[src/rtl/taxi_eth_addr_swap_pkg.sv]
// taxi_eth_addr_swap_pkg: header length constants, FSM states and the emit-order helper.
package taxi_eth_addr_swap_pkg;

    localparam int HDR_LEN = 12;
    localparam int MAC_LEN = 6;

    typedef enum logic [1:0] {IDLE, CAP, EMIT, PASS} swap_state_t;

    // Maps an emit position to the buffered byte; swapping puts the source address first.
    function automatic logic [3:0] swap_idx(input logic [3:0] idx, input logic swap);
        if (!swap) return idx;
        return idx < 4'(MAC_LEN) ? idx + 4'(MAC_LEN) : idx - 4'(MAC_LEN);
    endfunction

endpackage

[src/rtl/taxi_eth_addr_swap_if.sv]
// taxi_axis_if: AXI4-Stream bundle with src/snk modports.
interface taxi_axis_if #(
    parameter int DATA_W = 8,
    parameter int KEEP_W = 1,
    parameter int ID_W   = 8,
    parameter int USER_W = 1
) ();

    logic [DATA_W-1:0] tdata;
    logic [KEEP_W-1:0] tkeep;
    logic              tvalid;
    logic              tready;
    logic              tlast;
    logic [ID_W-1:0]   tid;
    logic [USER_W-1:0] tuser;

    modport src (output tdata, tkeep, tvalid, tlast, tid, tuser, input tready);
    modport snk (input tdata, tkeep, tvalid, tlast, tid, tuser, output tready);

endinterface

[src/rtl/taxi_eth_addr_swap.sv]
// taxi_eth_addr_swap: buffers the 12-byte MAC header, re-emits it with dst/src swapped, then passes the frame through.
module taxi_eth_addr_swap
    import taxi_eth_addr_swap_pkg::*;
#(
    parameter int ID_W   = 8,
    parameter int USER_W = 1
) (
    input  logic        clk,
    input  logic        rst,
    taxi_axis_if.snk    s_axis,
    taxi_axis_if.src    m_axis,
    input  logic        cfg_swap_en,
    output logic        stat_frame,
    output logic        stat_runt
);

    swap_state_t       state_q, state_d;
    logic [7:0]        hdr_q [HDR_LEN];
    logic [7:0]        hdr_d [HDR_LEN];
    logic [3:0]        cnt_q, cnt_d;
    logic [3:0]        len_q, len_d;
    logic              swap_q, swap_d;
    logic              runt_q, runt_d;
    logic              hlast_q, hlast_d;
    logic [USER_W-1:0] huser_q, huser_d;
    logic [ID_W-1:0]   tid_q, tid_d;
    logic [7:0]        m_tdata_q, m_tdata_d;
    logic              m_tvalid_q, m_tvalid_d;
    logic              m_tlast_q, m_tlast_d;
    logic              m_runt_q, m_runt_d;
    logic [USER_W-1:0] m_tuser_q, m_tuser_d;
    logic [ID_W-1:0]   m_tid_q, m_tid_d;
    logic              load;
    logic              s_fire;
    logic              emit_last;

    assign load          = !m_tvalid_q || m_axis.tready;
    assign s_axis.tready = !rst && (state_q == IDLE || state_q == CAP || (state_q == PASS && load));
    assign s_fire        = s_axis.tvalid && s_axis.tready;
    assign emit_last     = cnt_q == len_q - 4'd1;

    assign m_axis.tdata  = m_tdata_q;
    assign m_axis.tkeep  = '1;
    assign m_axis.tvalid = m_tvalid_q;
    assign m_axis.tlast  = m_tlast_q;
    assign m_axis.tid    = m_tid_q;
    assign m_axis.tuser  = m_tuser_q;
    assign stat_frame    = m_tvalid_q && m_axis.tready && m_tlast_q;
    assign stat_runt     = stat_frame && m_runt_q;

    always_ff @(posedge clk) begin
        hdr_q     <= hdr_d;
        tid_q     <= tid_d;
        huser_q   <= huser_d;
        m_tdata_q <= m_tdata_d;
        m_tid_q   <= m_tid_d;
        if (rst) begin
            state_q    <= IDLE;
            cnt_q      <= '0;
            len_q      <= '0;
            swap_q     <= 1'b0;
            runt_q     <= 1'b0;
            hlast_q    <= 1'b0;
            m_tvalid_q <= 1'b0;
            m_tlast_q  <= 1'b0;
            m_runt_q   <= 1'b0;
            m_tuser_q  <= '0;
        end else begin
            state_q    <= state_d;
            cnt_q      <= cnt_d;
            len_q      <= len_d;
            swap_q     <= swap_d;
            runt_q     <= runt_d;
            hlast_q    <= hlast_d;
            m_tvalid_q <= m_tvalid_d;
            m_tlast_q  <= m_tlast_d;
            m_runt_q   <= m_runt_d;
            m_tuser_q  <= m_tuser_d;
        end
    end

    always_comb begin
        state_d = state_q;
        case (state_q)
            IDLE:    state_d = s_fire ? (s_axis.tlast ? EMIT : CAP) : IDLE;
            CAP:     state_d = s_fire && (s_axis.tlast || cnt_q == 4'(HDR_LEN - 1)) ? EMIT : CAP;
            EMIT:    state_d = !(load && emit_last) ? EMIT : (runt_q || hlast_q) ? IDLE : PASS;
            default: state_d = s_fire && s_axis.tlast ? IDLE : PASS;
        endcase
    end

    // A frame ending inside the header is a runt: emitted in arrival order, flagged bad on its last byte.
    always_comb begin
        hdr_d      = hdr_q;
        cnt_d      = cnt_q;
        len_d      = len_q;
        swap_d     = swap_q;
        runt_d     = runt_q;
        hlast_d    = hlast_q;
        huser_d    = huser_q;
        tid_d      = tid_q;
        m_tdata_d  = m_tdata_q;
        m_tlast_d  = m_tlast_q;
        m_runt_d   = m_runt_q;
        m_tuser_d  = m_tuser_q;
        m_tid_d    = m_tid_q;
        m_tvalid_d = m_tvalid_q && !m_axis.tready;
        if (state_q == IDLE && s_fire) begin
            hdr_d[0] = s_axis.tdata;
            tid_d    = s_axis.tid;
            swap_d   = cfg_swap_en;
            runt_d   = s_axis.tlast;
            len_d    = s_axis.tlast ? 4'd1 : 4'(HDR_LEN);
            hlast_d  = 1'b0;
            huser_d  = '0;
            cnt_d    = s_axis.tlast ? 4'd0 : 4'd1;
        end
        if (state_q == CAP && s_fire) begin
            hdr_d[cnt_q] = s_axis.tdata;
            cnt_d        = (s_axis.tlast || cnt_q == 4'(HDR_LEN - 1)) ? 4'd0 : cnt_q + 4'd1;
            runt_d       = s_axis.tlast && cnt_q != 4'(HDR_LEN - 1);
            len_d        = runt_d ? cnt_q + 4'd1 : 4'(HDR_LEN);
            hlast_d      = s_axis.tlast;
            huser_d      = s_axis.tuser;
        end
        if (state_q == EMIT && load) begin
            m_tvalid_d = 1'b1;
            m_tdata_d  = hdr_q[swap_idx(cnt_q, swap_q && !runt_q)];
            m_tid_d    = tid_q;
            m_tlast_d  = emit_last && (runt_q || hlast_q);
            m_runt_d   = emit_last && runt_q;
            m_tuser_d  = !emit_last ? '0 : runt_q ? USER_W'(1) : hlast_q ? huser_q : '0;
            cnt_d      = cnt_q + 4'd1;
        end
        if (state_q == PASS && s_fire) begin
            m_tvalid_d = 1'b1;
            m_tdata_d  = s_axis.tdata;
            m_tid_d    = s_axis.tid;
            m_tlast_d  = s_axis.tlast;
            m_tuser_d  = s_axis.tuser;
            m_runt_d   = 1'b0;
        end
    end

endmodule
[src/flat_wrapper.sv]
// flat-port wrapper written by rule: the top's interface ports become plain ports
module taxi_eth_addr_swap_flat import taxi_eth_addr_swap_pkg::*;
#(
    parameter int ID_W   = 8,
    parameter int USER_W = 1
)
  (clk, rst, cfg_swap_en, stat_frame, stat_runt, s_axis_tdata, s_axis_tkeep, s_axis_tvalid, s_axis_tlast, s_axis_tid, s_axis_tuser, s_axis_tready, m_axis_tdata, m_axis_tkeep, m_axis_tvalid, m_axis_tlast, m_axis_tid, m_axis_tuser, m_axis_tready);
  taxi_axis_if #(.ID_W(ID_W), .USER_W(USER_W)) s_axis_i ();
  taxi_axis_if #(.ID_W(ID_W), .USER_W(USER_W)) m_axis_i ();
  input  logic clk;
  input  logic rst;
  input  logic cfg_swap_en;
  output logic stat_frame;
  output logic stat_runt;
  input wire logic [$bits(s_axis_i.tdata)-1:0] s_axis_tdata;
  input wire logic [$bits(s_axis_i.tkeep)-1:0] s_axis_tkeep;
  input wire logic [$bits(s_axis_i.tvalid)-1:0] s_axis_tvalid;
  input wire logic [$bits(s_axis_i.tlast)-1:0] s_axis_tlast;
  input wire logic [$bits(s_axis_i.tid)-1:0] s_axis_tid;
  input wire logic [$bits(s_axis_i.tuser)-1:0] s_axis_tuser;
  output wire logic [$bits(s_axis_i.tready)-1:0] s_axis_tready;
  output wire logic [$bits(m_axis_i.tdata)-1:0] m_axis_tdata;
  output wire logic [$bits(m_axis_i.tkeep)-1:0] m_axis_tkeep;
  output wire logic [$bits(m_axis_i.tvalid)-1:0] m_axis_tvalid;
  output wire logic [$bits(m_axis_i.tlast)-1:0] m_axis_tlast;
  output wire logic [$bits(m_axis_i.tid)-1:0] m_axis_tid;
  output wire logic [$bits(m_axis_i.tuser)-1:0] m_axis_tuser;
  input wire logic [$bits(m_axis_i.tready)-1:0] m_axis_tready;
  assign s_axis_i.tdata = s_axis_tdata;
  assign s_axis_i.tkeep = s_axis_tkeep;
  assign s_axis_i.tvalid = s_axis_tvalid;
  assign s_axis_i.tlast = s_axis_tlast;
  assign s_axis_i.tid = s_axis_tid;
  assign s_axis_i.tuser = s_axis_tuser;
  assign s_axis_tready = s_axis_i.tready;
  assign m_axis_tdata = m_axis_i.tdata;
  assign m_axis_tkeep = m_axis_i.tkeep;
  assign m_axis_tvalid = m_axis_i.tvalid;
  assign m_axis_tlast = m_axis_i.tlast;
  assign m_axis_tid = m_axis_i.tid;
  assign m_axis_tuser = m_axis_i.tuser;
  assign m_axis_i.tready = m_axis_tready;
  taxi_eth_addr_swap #(.ID_W(ID_W), .USER_W(USER_W)) u_core (.clk(clk), .rst(rst), .s_axis(s_axis_i), .m_axis(m_axis_i), .cfg_swap_en(cfg_swap_en), .stat_frame(stat_frame), .stat_runt(stat_runt));
endmodule
[config.mk]
export PLATFORM = sky130hd
export DESIGN_NAME = taxi_eth_addr_swap_flat
export DESIGN_NICKNAME = d
export VERILOG_FILES = /design/src/rtl/taxi_eth_addr_swap_pkg.sv /design/src/rtl/taxi_eth_addr_swap_if.sv /design/src/rtl/taxi_eth_addr_swap.sv /design/src/flat_wrapper.sv
export SDC_FILE = /design/constraint.sdc
export NUM_CORES = 1
export LEC_CHECK = 0
export CORE_MARGIN = 2
export CORE_UTILIZATION = 38
export CTS_CLUSTER_SIZE = 12
export DETAILED_ROUTE_END_ITERATION = 8
export GPL_ROUTABILITY_DRIVEN = 0
export GPL_TIMING_DRIVEN = 0
export HOLD_SLACK_MARGIN = 0.02
export SLEW_MARGIN = 30
export SYNTH_ARGS = -nofsm -noshare
export SYNTH_HDL_FRONTEND = slang
export SYNTH_SLANG_ARGS = --single-unit
export TNS_END_PERCENT = 100
[constraint.sdc]
create_clock -name clk -period 2.2 [get_ports clk]
set_clock_uncertainty 0.1 [all_clocks]
set_input_delay 0.44 -clock clk [delete_from_list [all_inputs] [get_ports clk]]
set_output_delay 0.44 -clock clk [all_outputs]
set_load 0.1 [all_outputs]
==> impl_metrics.toml, run 1 <==
[pwr]
ir_drop_mv = 0.616
p_per_area_mw_per_mm2 = 857
leakage_uw = 0.00266

[setup_path]
end_kind = "primary output"
crit_path_start_kind = "flip-flop"
cp_slowest_stage_delay_ps = 820
path_class = "flip-flop to primary output"
critical_path.max_fanout = 4
cp.arrival_ps = 1610
worstPathRequired_ps = 1660
slowest_stage = "clkdlybuf4s15_1"
critPathBufInv = 1
crit_family = "buffers and inverters"
cp_cell_sequence = "clkdlybuf4s15_1"

[logic_synthesis]
yosysTopAreaCell = "edfxtp_1"
ys_ff_latch = 138
yosys_warnings = 0
syn_area_per_cell_um2 = 15.0
yosysSeqAreaShare = 0.656
synth_edf_count = 113
yosysTopAreaCellShare = 0.571
ys.flop_type = "edfxtp_1"
syn_inst = 395
synth.net_count = 426
ys_top_cells_by_area = "edfxtp_1 (57%), dfxtp_1 (8.4%), mux4_2 (6.4%)"
synth.most_common_cell = "edfxtp_1"
synth_top_cells_by_count = "edfxtp_1 (113), nand2_1 (48), dfxtp_1 (25)"
synthDistinctLibCells = 50
syn_area_mm2 = 0.00594
synthArstFlopShare = 0

[route]
drt-pass1-iter-count = 5
drt_wl_total_um = 13200
drtAntennaViolNets = 0
routed-via-count = 3615
post-route-drc-count = 0
vias_per_cell = 5.21
wl_per_cell_um = 19.0
drtIter0Drc = 299

[clocking]
root_buffer = "clkbuf_16"
htreeDepth = 4
numClockSinks = 138
insertion_delay_ps = 430
ctsHoldBuffers = 0
clk_pin_slew_ps = 60
cts_buffers = 17
cts_tree = "built"
cts_max_path_buffers = 2

[worst_hold_path]
hold_class = "input pin to flip-flop"

[sta]
rsz0062_at_grt = "true"
slew_violations = 0
slew_headroom = 0.364
finalSetupViolations = 0
finalCritPeriodShare = 0.977
final_hold_viol_count = 0
period_needed_ps = 2150
max_slew.worst_pin.slew_ps = 958
fmax_mhz = 465
fin_ws_ps = 51.6

[finish]
multi_input_area_mm2 = 0.00203
finish.utilization = 0.496
nFillCells = 1318
n_antenna_cell = 0
nets = 501
areaGrowthSynthToFinish_pct = 27.3
seq_area_mm2 = 0.00391
drive_gt1_frac = 0.255

[floorplanning]
dieArea_mm2 = 0.0166
start_util = 0.389
boundaryPins = 47
die_w_um = 129
num_rows = 45
coreArea_mm2 = 0.0153
die_height_um = 129

[grt]
antenna_found_initial = 0
grt_max_degree = 17
first_global_vias = 3678
grt_pass1_wl_um = 20400
grt-ovfl-total = 0
gr-usage-all-layers = 0.168

[status]
status = "completed"

[placement]
hpwl_um = 8610
dp_slack_ps = -1040
port_buffers = 42

[job]
max_cap_viol_count = 0
-- cell families (layout without fill, tap and decap cells) --
logic type               count (synthesis)  in the layout  share of synthesized area
flip-flops                             138            138                      0.656
AND/OR/NAND/NOR                        113            113                     0.0952
AO/OA/AOI/OAI                           67             67                     0.0754
multiplexers                            33             33                      0.112
buffers and inverters                   28            116                     0.0289
XOR/XNOR                                 8              8                     0.0173
adder cells (fa/ha/maj)                  7              7                     0.0147
other                                    1              1                   0.000631
-- worst paths after layout --
| check | start | endpoint | slack [ps] | cells past startpoint |
|---|---|---|---|---|
| setup / recovery | u_core.m_axis.tvalid | m_axis_tvalid | 50 | 1 |
| hold / removal | rst | u_core.cnt_q[0] | 130 | 2 |
| setup reg to reg | u_core.cnt_q[2] | u_core.m_axis.tdata[4] | 50 | 8 |
| hold reg to reg | u_core.hdr_q[94] | u_core.hdr_q[94] | 350 | 1 |
-- where the power goes --
part	internal, µW	switching [µW]
registers	2900	27.9
clock network	1790	1100
logic	274	392
-- stage by stage --
step | power [µW] | hold WS, ps | setup TNS (ps) | cells | area (µm²)
after floorplan | 3410 | 326 | -19.8 | 395 | 5960
after global placement | 3590 | 333 | -47650 | 648 | 6650
after detailed placement | 3610 | 344 | -51110 | 648 | 6650
after CTS | 6500 | 122 | 0 | 691 | 7430
after global routing | 6690 | 138 | -39.4 | 694 | 7560
final | 6480 | 133 | 0 | 694 | 7560
-- per-layer routing --
layer,global-route usage,vias up,wire length (µm)
met4,0.0767,0,314
met1,0.212,1799,5670
met2,0.274,130,6440
li1,-,1664,-
met3,0.0458,22,737
met5,0,-,0
-- layout by cell type (no fill, tap or decap), types with 9 or more instances in the layout --
cell / count
o21ai_1: 10
buf_4: 10
nand2_1: 47
mux4_2: 17
dfxtp_1: 19
dlygate4sd2_1: 17
nor3_1: 9
edfxtp_1: 113
a21oi_1: 20
nor2_1: 14
clkdlybuf4s50_1: 20
clkbuf_16: 17
-- what timing repair did --
| item | CTS | global route |
|---|---|---|
| pin swaps | 8 | 7 |
| setup buffers | 11 | 3 |
| resized for setup | 65 | 34 |
| setup endpoints to repair | 66 | 21 |
-- final cells by class --
class / count / area share
plain buffers: 21 / 0.0238
clock buffers: 18 / 0.0567
clock inverters: 14 / 0.0225
inverters: 7 / 0.00397
multi-input cells: 229 / 0.268
flip-flops and latches: 138 / 0.517
well taps: 211 / 0.0349
repair buffers: 56 / 0.0734
Power figures use the tool's default switching activity.
==> run 2: changes to the inputs <==
ABC_CLOCK_PERIOD_IN_PS = 2200   (was default)
SKIP_LAST_GASP = 1   (was default)
==> run 2 against run 1 <==
Die area unchanged. Combinational power up 0.9%. Critical endpoint is now s_axis_tready. Non-clock buffer count up 1.
==> impl_metrics.toml, run 2 (synthesis results as in run 1) <==
[sta]
final_hold_viol_count = 0
slew_violations = 0
slew_headroom = 0.364
finalCritPeriodShare = 0.979
rsz0062_at_grt = "true"
setup_tns_ps = 0
period_needed_ps = 2150
max_slew.worst_pin.slew_ps = 958
fmax_mhz = 464
finalSetupViolations = 0

[clocking]
clk_pin_slew_ps = 60
cts_buffers = 17
insertion_delay_ps = 420
root_buffer = "clkbuf_16"
cts_max_path_buffers = 2
numClockSinks = 138
htreeDepth = 4
cts_tree = "built"

[grt]
use_met3 = 0.0458
gr-usage-all-layers = 0.168
grt-ovfl-total = 0
grt_pass1_wl_um = 20400
grt_busiest_layer = "met2"
antenna_found_initial = 0
first_global_vias = 3673
use_met2 = 0.273
grt_max_degree = 17
grt_util_met1 = 0.212

[setup_path]
cp_cell_sequence = "clkdlybuf4s50_1, nand2b_2, nand2_1, a21oi_4, buf_12"
critical_path.max_fanout = 6
r2r-start = "u_core.cnt_q[1]"
crit_family = "buffers and inverters"
worstPathRequired_ps = 1660
rr_endpoint = "u_core.m_axis.tdata[7]"
rr_worst_depth = 10
path_class = "input pin to primary output"
rrSetupSlack_ps = 60
end_kind = "primary output"
cp.arrival_ps = 1610
critPathBufInv = 2
crit_path_start_kind = "input pin"
slowest_stage = "clkdlybuf4s50_1"
cp_slowest_stage_delay_ps = 490

[finish]
n_antenna_cell = 0
nets = 502
seq_area_mm2 = 0.00391
nFillCells = 1312
areaGrowthSynthToFinish_pct = 27.6
layout_commonest_cell = "edfxtp_1"
drive_gt1_frac = 0.254
multi_input_area_mm2 = 0.00202
layout_common_cells = "edfxtp_1 (113), nand2_1 (47), a21oi_1 (20), clkdlybuf4s50_1 (20), dfxtp_1 (19)"

[pwr]
power_frac_comb = 0.104
p_per_area_mw_per_mm2 = 855
p_switching_uw = 1520
leakage_uw = 0.00266
sw_frac_of_total = 0.234
clkPwrFrac = 0.445
intPower_uw = 4970
ir_drop_mv = 0.616
power_frac_seq = 0.451
total_power_uw = 6480

[floorplanning]
die_height_um = 129
start_util = 0.389
num_rows = 45
dieArea_mm2 = 0.0166
coreArea_mm2 = 0.0153
boundaryPins = 47
die_w_um = 129

[worst_hold_path]
min_to = "u_core.cnt_q[0]"
hold_class = "input pin to flip-flop"
holdCritStartpoint = "rst"
hold_path_depth = 2

[route]
wl_per_cell_um = 19.0
drt_wl_total_um = 13200
vias_per_cell = 5.19
drtIter0Drc = 359
post-route-drc-count = 0
routed-via-count = 3608
drt-pass1-iter-count = 5
drtAntennaViolNets = 0

[placement]
hpwl_um = 8610
port_buffers = 42

[job]
max_cap_viol_count = 0

[status]
status = "completed"
run 2: cell types whose count changed in the layout (fill, tap and decap cells not counted), sizes merged:
cell	before	now
clkbuf	24	25
run 2: area by class of cell:
class                           instances  area share
Timing Repair Buffer                   57      0.0759
Buffer                                 21      0.0239
Inverter                                7     0.00396
Tap cell                              211      0.0348
Clock inverter                         14      0.0224
Multi-Input combinational cell        229       0.267
Sequential cell                       138       0.516
Clock buffer                           18      0.0566
run 2: power groups by stage:
stage	sequential, µW	clock [µW]	combinational (µW)
after detailed placement	2980	0	626
after global routing	2930	3050	718
after CTS	2920	2930	642
after floorplan	3080	0	326
after global placement	2980	0	613
final	2930	2890	672
run 2: through the flow:
stage	worst slack (ps)	area [µm²]	hold WS [ps]	cells	util
global route	-18.7	7580	138	695	0.497
detailed placement	-1040	6650	344	648	0.436
CTS	-241	7410	122	691	0.486
floorplan	-19.8	5960	326	395	-
global placement	-1000	6650	333	648	0.436
finish	46.4	7580	140	695	0.497
run 2: how the worst max path moves through the flow:
stage / startpoint / endpoint / slack, ps / cells past startpoint
global route: u_core.cnt_q[1] / u_core.m_axis.tdata[1] / -20 / 7
detailed placement: s_axis_tvalid / u_core.m_axis.tdata[3] / -1040 / 5
CTS: m_axis_tready / s_axis_tready / -240 / 5
global placement: s_axis_tvalid / u_core.m_axis.tdata[3] / -1000 / 5
finish: m_axis_tready / s_axis_tready / 50 / 5
floorplan: u_core.m_axis.tlast / stat_runt / -20 / 2
run 2: metal layers:
layer,up-vias,share of wire
met5,-,0
met4,0,0.021
met3,21,0.055
met2,107,0.50
met1,1817,0.43
li1,1663,-
run 2: repair_timing:
| action | 4_1_cts | 5_1_grt |
|---|---|---|
| endpoints found under the hold margin | 0 | 0 |
| endpoints found under the setup margin | 66 | 28 |
| buffers inserted | 11 | 4 |
| pin swaps | 8 | 7 |
| resized for setup | 60 | 39 |
| hold buffers | 0 | 0 |
